File: src/rtl/mmram_match_unit_if.sv
// Packet handshake bundle for the matching unit.
// Carries both the input stream and the emitted output stream.
interface mmram_match_unit_if #(
  parameter int DATA_W  = 16,
  parameter int COLOR_W = 3,
  parameter int GEN_W   = 8,
  parameter int DEST_W  = 7,
  parameter int ADDR_W  = 6
);
  logic               Send_in;
  logic               Ack_out;
  logic [COLOR_W-1:0] COLOR_IN;
  logic [GEN_W-1:0]   GEN_IN;
  logic [DEST_W-1:0]  DEST_IN;
  logic               LR_IN;
  logic               MATCH_IN;
  logic [DATA_W-1:0]  DATA_IN;
  logic [ADDR_W-1:0]  ADDR_IN;
  logic               DEL_IN;

  logic               Send_out;
  logic               Ack_in;
  logic [COLOR_W-1:0] COLOR_OUT;
  logic [GEN_W-1:0]   GEN_OUT;
  logic [DEST_W-1:0]  DEST_OUT;
  logic               PAIR_OUT;
  logic               ERR_OUT;
  logic [DATA_W-1:0]  DATAL_OUT;
  logic [DATA_W-1:0]  DATAR_OUT;

  modport master (
    output Send_in, COLOR_IN, GEN_IN, DEST_IN,
    output LR_IN, MATCH_IN, DATA_IN, ADDR_IN,
    output DEL_IN, Ack_in,
    input  Ack_out, Send_out, COLOR_OUT, GEN_OUT,
    input  DEST_OUT, PAIR_OUT, ERR_OUT,
    input  DATAL_OUT, DATAR_OUT
  );

  modport slave (
    input  Send_in, COLOR_IN, GEN_IN, DEST_IN,
    input  LR_IN, MATCH_IN, DATA_IN, ADDR_IN,
    input  DEL_IN, Ack_in,
    output Ack_out, Send_out, COLOR_OUT, GEN_OUT,
    output DEST_OUT, PAIR_OUT, ERR_OUT,
    output DATAL_OUT, DATAR_OUT
  );
endinterface

File: src/rtl/mmram_match_unit.sv
// Dataflow operand matching memory: pairs left/right tokens by tag.
// Single-cycle lookup, one registered output slot with valid/ready.
module mmram_match_unit #(
  parameter int DATA_W  = 16,
  parameter int COLOR_W = 3,
  parameter int GEN_W   = 8,
  parameter int DEST_W  = 7,
  parameter int ADDR_W  = 6
) (
  input  logic              CLK,
  input  logic              MR_N,
  input  logic              FLUSH,
  mmram_match_unit_if.slave bus,
  output logic [ADDR_W:0]   OCC,
  output logic [15:0]       COLL_CNT
);
  localparam int DEPTH = 1 << ADDR_W;

  logic [DEPTH-1:0]   valid;
  logic [COLOR_W-1:0] mem_color [DEPTH];
  logic [GEN_W-1:0]   mem_gen   [DEPTH];
  logic [DEST_W-1:0]  mem_dest  [DEPTH];
  logic               mem_lr    [DEPTH];
  logic [DATA_W-1:0]  mem_data  [DEPTH];

  logic               send_q;
  logic [COLOR_W-1:0] color_q;
  logic [GEN_W-1:0]   gen_q;
  logic [DEST_W-1:0]  dest_q;
  logic               pair_q;
  logic               err_q;
  logic [DATA_W-1:0]  datal_q;
  logic [DATA_W-1:0]  datar_q;

  logic              accept;
  logic              hit;
  logic              tag_eq;
  logic              do_del;
  logic              do_pass;
  logic              do_store;
  logic              do_pair;
  logic              do_coll;
  logic              emit;
  logic [DATA_W-1:0] stored;
  logic [DATA_W-1:0] datal_n;
  logic [DATA_W-1:0] datar_n;

  assign bus.Ack_out = MR_N && !FLUSH
                     && (!send_q || bus.Ack_in);

  // Async-read memory: a same-address access on the
  // next edge already sees this edge's write.
  always_comb begin
    accept   = bus.Send_in && bus.Ack_out;
    hit      = valid[bus.ADDR_IN];
    stored   = mem_data[bus.ADDR_IN];
    tag_eq   = (mem_color[bus.ADDR_IN] == bus.COLOR_IN)
            && (mem_gen[bus.ADDR_IN] == bus.GEN_IN)
            && (mem_dest[bus.ADDR_IN] == bus.DEST_IN);
    do_del   = accept && bus.DEL_IN;
    do_pass  = accept && !bus.DEL_IN && !bus.MATCH_IN;
    do_store = accept && !bus.DEL_IN && bus.MATCH_IN
            && !hit;
    do_pair  = accept && !bus.DEL_IN && bus.MATCH_IN
            && hit && tag_eq
            && (mem_lr[bus.ADDR_IN] != bus.LR_IN);
    do_coll  = accept && !bus.DEL_IN && bus.MATCH_IN
            && hit && !do_pair;
    emit     = do_pass || do_pair || do_coll;
    datal_n  = bus.DATA_IN;
    datar_n  = '0;
    if (do_pair) begin
      datal_n = bus.LR_IN ? stored : bus.DATA_IN;
      datar_n = bus.LR_IN ? bus.DATA_IN : stored;
    end
  end

  always_ff @(posedge CLK) begin
    if (do_store) begin
      mem_color[bus.ADDR_IN] <= bus.COLOR_IN;
      mem_gen[bus.ADDR_IN]   <= bus.GEN_IN;
      mem_dest[bus.ADDR_IN]  <= bus.DEST_IN;
      mem_lr[bus.ADDR_IN]    <= bus.LR_IN;
      mem_data[bus.ADDR_IN]  <= bus.DATA_IN;
    end
  end

  always_ff @(posedge CLK or negedge MR_N) begin
    if (!MR_N) begin
      valid <= '0;
      OCC   <= '0;
    end else if (FLUSH) begin
      valid <= '0;
      OCC   <= '0;
    end else if (do_store) begin
      valid[bus.ADDR_IN] <= 1'b1;
      OCC                <= OCC + 1'b1;
    end else if (do_pair || (do_del && hit)) begin
      valid[bus.ADDR_IN] <= 1'b0;
      OCC                <= OCC - 1'b1;
    end
  end

  always_ff @(posedge CLK or negedge MR_N) begin
    if (!MR_N) begin
      COLL_CNT <= '0;
    end else if (do_coll && COLL_CNT != 16'hFFFF) begin
      COLL_CNT <= COLL_CNT + 16'd1;
    end
  end

  always_ff @(posedge CLK or negedge MR_N) begin
    if (!MR_N) begin
      send_q  <= 1'b0;
      color_q <= '0;
      gen_q   <= '0;
      dest_q  <= '0;
      pair_q  <= 1'b0;
      err_q   <= 1'b0;
      datal_q <= '0;
      datar_q <= '0;
    end else if (emit) begin
      send_q  <= 1'b1;
      color_q <= bus.COLOR_IN;
      gen_q   <= bus.GEN_IN;
      dest_q  <= bus.DEST_IN;
      pair_q  <= do_pair;
      err_q   <= do_coll;
      datal_q <= datal_n;
      datar_q <= datar_n;
    end else if (bus.Ack_in) begin
      send_q  <= 1'b0;
    end
  end

  assign bus.Send_out  = send_q;
  assign bus.COLOR_OUT = color_q;
  assign bus.GEN_OUT   = gen_q;
  assign bus.DEST_OUT  = dest_q;
  assign bus.PAIR_OUT  = pair_q;
  assign bus.ERR_OUT   = err_q;
  assign bus.DATAL_OUT = datal_q;
  assign bus.DATAR_OUT = datar_q;
endmodule

File: src/flat_wrapper.sv
// flat-port wrapper written by rule: the top's interface ports become plain ports
module mmram_match_unit_flat 
#(
  parameter int DATA_W  = 16,
  parameter int COLOR_W = 3,
  parameter int GEN_W   = 8,
  parameter int DEST_W  = 7,
  parameter int ADDR_W  = 6
)
  (CLK, MR_N, FLUSH, OCC, COLL_CNT, bus_Send_in, bus_COLOR_IN, bus_GEN_IN, bus_DEST_IN, bus_LR_IN, bus_MATCH_IN, bus_DATA_IN, bus_ADDR_IN, bus_DEL_IN, bus_Ack_in, bus_Ack_out, bus_Send_out, bus_COLOR_OUT, bus_GEN_OUT, bus_DEST_OUT, bus_PAIR_OUT, bus_ERR_OUT, bus_DATAL_OUT, bus_DATAR_OUT);
  mmram_match_unit_if #(.DATA_W(DATA_W), .COLOR_W(COLOR_W), .GEN_W(GEN_W), .DEST_W(DEST_W), .ADDR_W(ADDR_W)) bus_i ();
  input  logic CLK;
  input  logic MR_N;
  input  logic FLUSH;
  output logic [ADDR_W:0] OCC;
  output logic [15:0] COLL_CNT;
  input wire logic [$bits(bus_i.Send_in)-1:0] bus_Send_in;
  input wire logic [$bits(bus_i.COLOR_IN)-1:0] bus_COLOR_IN;
  input wire logic [$bits(bus_i.GEN_IN)-1:0] bus_GEN_IN;
  input wire logic [$bits(bus_i.DEST_IN)-1:0] bus_DEST_IN;
  input wire logic [$bits(bus_i.LR_IN)-1:0] bus_LR_IN;
  input wire logic [$bits(bus_i.MATCH_IN)-1:0] bus_MATCH_IN;
  input wire logic [$bits(bus_i.DATA_IN)-1:0] bus_DATA_IN;
  input wire logic [$bits(bus_i.ADDR_IN)-1:0] bus_ADDR_IN;
  input wire logic [$bits(bus_i.DEL_IN)-1:0] bus_DEL_IN;
  input wire logic [$bits(bus_i.Ack_in)-1:0] bus_Ack_in;
  output wire logic [$bits(bus_i.Ack_out)-1:0] bus_Ack_out;
  output wire logic [$bits(bus_i.Send_out)-1:0] bus_Send_out;
  output wire logic [$bits(bus_i.COLOR_OUT)-1:0] bus_COLOR_OUT;
  output wire logic [$bits(bus_i.GEN_OUT)-1:0] bus_GEN_OUT;
  output wire logic [$bits(bus_i.DEST_OUT)-1:0] bus_DEST_OUT;
  output wire logic [$bits(bus_i.PAIR_OUT)-1:0] bus_PAIR_OUT;
  output wire logic [$bits(bus_i.ERR_OUT)-1:0] bus_ERR_OUT;
  output wire logic [$bits(bus_i.DATAL_OUT)-1:0] bus_DATAL_OUT;
  output wire logic [$bits(bus_i.DATAR_OUT)-1:0] bus_DATAR_OUT;
  assign bus_i.Send_in = bus_Send_in;
  assign bus_i.COLOR_IN = bus_COLOR_IN;
  assign bus_i.GEN_IN = bus_GEN_IN;
  assign bus_i.DEST_IN = bus_DEST_IN;
  assign bus_i.LR_IN = bus_LR_IN;
  assign bus_i.MATCH_IN = bus_MATCH_IN;
  assign bus_i.DATA_IN = bus_DATA_IN;
  assign bus_i.ADDR_IN = bus_ADDR_IN;
  assign bus_i.DEL_IN = bus_DEL_IN;
  assign bus_i.Ack_in = bus_Ack_in;
  assign bus_Ack_out = bus_i.Ack_out;
  assign bus_Send_out = bus_i.Send_out;
  assign bus_COLOR_OUT = bus_i.COLOR_OUT;
  assign bus_GEN_OUT = bus_i.GEN_OUT;
  assign bus_DEST_OUT = bus_i.DEST_OUT;
  assign bus_PAIR_OUT = bus_i.PAIR_OUT;
  assign bus_ERR_OUT = bus_i.ERR_OUT;
  assign bus_DATAL_OUT = bus_i.DATAL_OUT;
  assign bus_DATAR_OUT = bus_i.DATAR_OUT;
  mmram_match_unit #(.DATA_W(DATA_W), .COLOR_W(COLOR_W), .GEN_W(GEN_W), .DEST_W(DEST_W), .ADDR_W(ADDR_W)) u_core (.CLK(CLK), .MR_N(MR_N), .FLUSH(FLUSH), .bus(bus_i), .OCC(OCC), .COLL_CNT(COLL_CNT));
endmodule
File: config.mk
export PLATFORM = sky130hd
export DESIGN_NAME = mmram_match_unit_flat
export DESIGN_NICKNAME = d
export VERILOG_FILES = /design/src/rtl/mmram_match_unit_if.sv /design/src/rtl/mmram_match_unit.sv /design/src/flat_wrapper.sv
export SDC_FILE = /design/constraint.sdc
export NUM_CORES = 2
export LEC_CHECK = 0
export CAP_MARGIN = 20
export CORE_MARGIN = 2
export CORE_UTILIZATION = 35
export DETAILED_ROUTE_END_ITERATION = 6
export PLACE_DENSITY_LB_ADDON = 0.2
export SETUP_SLACK_MARGIN = 0.3
export SLEW_MARGIN = 20
export SYNTH_ARGS = -nofsm -noshare
export SYNTH_HDL_FRONTEND = slang
export SYNTH_SLANG_ARGS = --single-unit
File: constraint.sdc
create_clock -name CLK -period 5.13 [get_ports CLK]
set_input_delay 1.026 -clock CLK [delete_from_list [all_inputs] [get_ports CLK]]
set_output_delay 1.026 -clock CLK [all_outputs]
set_load 0.05 [all_outputs]
==> run_results.csv <==
group,metric,value,unit
detailed_routing,dr.pass1.iters,7,
critical_path,critPathMaxFanout,14,
floorplan,rows,188,
clock_network,clk_pin_slew,0.06,ns
floorplan,io_pins,125,
floorplan,die_y,517,um
clock_network,worstSkewPairLatency,0.92,ns
layout,finish.utilization,42.9,%
logic_synthesis,ys_seq_area_share,76.8,%
layout,layout.nets,6047,
sta,min_period,4.81,ns
sta,setup_viol_count_final,0,
critical_path,crit_family,"simple AND/OR/NAND/NOR gates",
logic_synthesis,netlist_top_cells_area,"edfxtp_1 (73%), dfrtp_1 (3.8%), mux2i_1 (3.0%)",
floorplan,coreArea,0.262,mm^2
detailed_routing,wl,363000,um
detailed_routing,viasPerCell,6.01,
floorplan,dieArea,0.267,mm^2
logic_synthesis,synthArstFlopShare,5.88,%
detailed_routing,final_antenna_net_count,0,
sta,skew,0.0847,ns
floorplan,start_util,35.2,%
run_status,status,"complete, but fails checks",
clock_network,clk_path_buf_depth,3,
critical_path,worstPathRequired,5.92,ns
global_routing,antenna_found_initial,21,
global_routing,gr-total-overflow,0,
layout,drive_gt1_share,22.9,%
logic_synthesis,synth_seq_cells,2380,
sta,drv_slew,0,
logic_synthesis,yosys-top-cells-count,"edfxtp_1 (2240), a22oi_1 (353), nand2_1 (288), mux2i_1 (275), a221oi_1 (233)",
placement,gp_congestion,0.870,
layout,area_growth,22.0,%
logic_synthesis,synth_top_area_share,73.0,%
logic_synthesis,yosysWarnings,0,
critical_path,crit_buf_inv,5,
power_and_ir_drop,power.density,377,mW/mm^2
critical_path,path_cells,"buf_2, buf_4, or3b_2, a21oi_1, buf_4, a221oi_1, o311ai_1, xor2_1, or4_1, nor4_4, buf_4, nand3_4, buf_12, mux2i_1, o21ai_1",
hold_path,holdCritPathClass,"input port to register",
clock_network,cts_max_level,4,
sta,hold_viol,0,
critical_path,cp_slowest_cell,"or4_1",
clock_network,clock_sinks,2380,
sta,maxSlewHeadroom,29.8,%
global_routing,first_global_vias,55400,
placement,detailed_place_hpwl,222000,um
clock_network,numCtsBuffers,239,
run,drv_cap,0,
logic_synthesis,synth_edf_count,2240,
sta,fin_tns_setup,0,ns
detailed_routing,vias,58300,
detailed_routing,drt-initial-drc-count,9224,
logic_synthesis,syn_area_per_cell,17.3,um^2
logic_synthesis,synthesis.nets,5391,
sta,min_period_over_period,93.8,%
clock_network,root_buffer,"clkbuf_16",
run_status,failed_checks,"design-rule violations",
placement,portBuffers,124,
logic_synthesis,ys.flop_type,"edfxtp_1",
critical_path,ff2ff_setup_slack,0.62,ns
logic_synthesis,synthesis.area,0.0922,mm^2
power_and_ir_drop,finalPower,42.4,mW
critical_path,worstSetupStartpointType,"input port",
critical_path,cp_data_arrival_time,5.60,ns
logic_synthesis,ys_types,86,
logic_synthesis,post-synth-top-count-cell,"edfxtp_1",
logic_synthesis,synth_top_area_cell,"edfxtp_1",
global_routing,grt_util_all_layers,26.7,%
sta,worstMarginPinSlew,1.05,ns
clock_network,cts_tree,"yes",
power_and_ir_drop,leakage,36.9,nW
critical_path,path_common_cell,"buf_4",
critical_path,crit_type,"input port to register",
global_routing,grt_pass1_wl,488000,um
critical_path,max_stage_delay,0.71,ns
sta,fmax,0.208,GHz
floorplan,die_w,517,um
detailed_routing,drc,2,
power_and_ir_drop,vdd_drop_max,363,uV
global_routing,grt_max_degree,74,
critical_path,end_kind,"register",
sta,rsz0062_at_grt,"no",
logic_synthesis,syn_inst,5336,
detailed_routing,wire_per_inst,37.4,um
[state kept, by name, summed over array words and instances (netlist names)]
name,count
u_core.bus.ERR_OUT,1
u_core.bus.PAIR_OUT,1
u_core.bus.Send_out,1
u_core.mem_data,1024
u_core.mem_gen,512
u_core.OCC,7
u_core.bus.GEN_OUT,8
u_core.mem_color,192
u_core.mem_dest,448
u_core.valid,64
u_core.mem_lr,64
u_core.bus.DEST_OUT,7
u_core.bus.DATAL_OUT,16
u_core.COLL_CNT,16
u_core.bus.DATAR_OUT,16
u_core.bus.COLOR_OUT,3
[worst paths after layout]
check                                          from                        to  depth (start not counted)
setup / recovery                     bus_ADDR_IN[4]   u_core.bus.DATAL_OUT[7]                         15
hold / removal                        bus_GEN_IN[4]     u_core.mem_gen[31][4]                          1
setup reg to reg            u_core.mem_color[29][2]   u_core.bus.DATAL_OUT[7]                         15
hold reg to reg            u_core.bus.DATAL_OUT[13]  u_core.bus.DATAL_OUT[13]                          2
max in group asynchronous                      MR_N   u_core.bus.DATAR_OUT[1]                          4
min in group asynchronous                      MR_N     u_core.bus.GEN_OUT[0]                          2
[cell type report]
type / count / area (um^2)
clock inverters: 137 / 1520
flip-flops and latches: 2380 / 70800
multi-input cells: 2569 / 20300
well taps: 3515 / 4400
inverters: 16 / 67.6
repair buffers: 786 / 9040
clock buffers: 303 / 6380
diodes: 6 / 15.0
fillers: 23300 / 150000
[logic make-up (layout without fill, tap and decap cells)]
| kind of cell | after synthesis | after routing | synth area share (%) |
|---|---|---|---|
| flops | 2380 | 2380 | 76.8 |
| compound gates | 1311 | 1311 | 10.3 |
| simple gates | 688 | 688 | 3.56 |
| other cells | 0 | 6 | 0 |
| mux | 528 | 528 | 7.00 |
| xor+xnor | 35 | 35 | 0.333 |
| fa+ha+maj | 7 | 7 | 0.103 |
| buf+inv | 387 | 1242 | 1.95 |
[worst register-to-register path: stages (launching register included)]
cell	delay, ns
edfxtp_1	0.36
mux2_2	0.28
a221oi_2	0.43
buf_4	0.21
o22ai_1	0.14
a222oi_1	0.37
nand4_1	0.21
xor2_2	0.32
buf_4	0.25
nor4_2	0.47
buf_4	0.20
and4b_1	0.28
nand3_4	0.10
buf_12	0.20
mux2i_1	0.49
o21ai_1	0.10
[metrics by stage]
| stage | area (um^2) | hold WS, ns | cells | worst slack (ns) |
|---|---|---|---|---|
| 2_1_floorplan | 92500 | 0.464 | 5336 | -0.234 |
| 3_3_place_gp | 104000 | 0.470 | 9261 | -0.931 |
| 3_5_place_dp | 104000 | 0.477 | 9262 | -0.919 |
| 4_1_cts | 112000 | 0.382 | 9703 | 0.312 |
| 5_1_grt | 112000 | 0.411 | 9706 | 0.355 |
| 6_report | 112000 | 0.425 | 9712 | 0.317 |
[layout by cell type (no fill, tap or decap), types with 140 or more instances in the layout]
cell type / synthesis / final
mux2_2: 168 / 168
edfxtp_1: 2240 / 2240
a22oi_1: 353 / 353
nand2_1: 288 / 287
buf_4: 34 / 429
dfrtp_1: 140 / 140
clkbuf_16: 0 / 239
a221oi_1: 233 / 232
mux2i_1: 275 / 275
a21oi_1: 168 / 167
buf_12: 0 / 239
o21ai_0: 147 / 147
[what timing repair did]
| item | in CTS | in global routing |
|---|---|---|
| gates resized for setup | 3 | 1 |
| cloned | 0 | 0 |
| hold endpoints to repair | 11 | 0 |
| hold buffers | 1 | 0 |
| setup buffers | 0 | 2 |
| pin swaps | 0 | 1 |
| setup endpoints to repair | 58 | 1 |
[metal layers]
metal  vias up  track usage [%]  part of all wire, %
li1      23200                -                    -
met1     31000             37.7                   41
met2      3495             41.3                   45
met3       618             4.78                  9.2
met4         6             9.25                  4.0
met5         -                0                0.012
[where the power goes]
part           internal (mW)  switching, mW  leakage [nW]
Sequential              21.3         0.0837          22.0
Combinational           1.08           2.19          11.1
Clock                   10.0           7.73          3.82
Total                   32.4           10.0          36.9
Power figures use the tool's default switching activity.
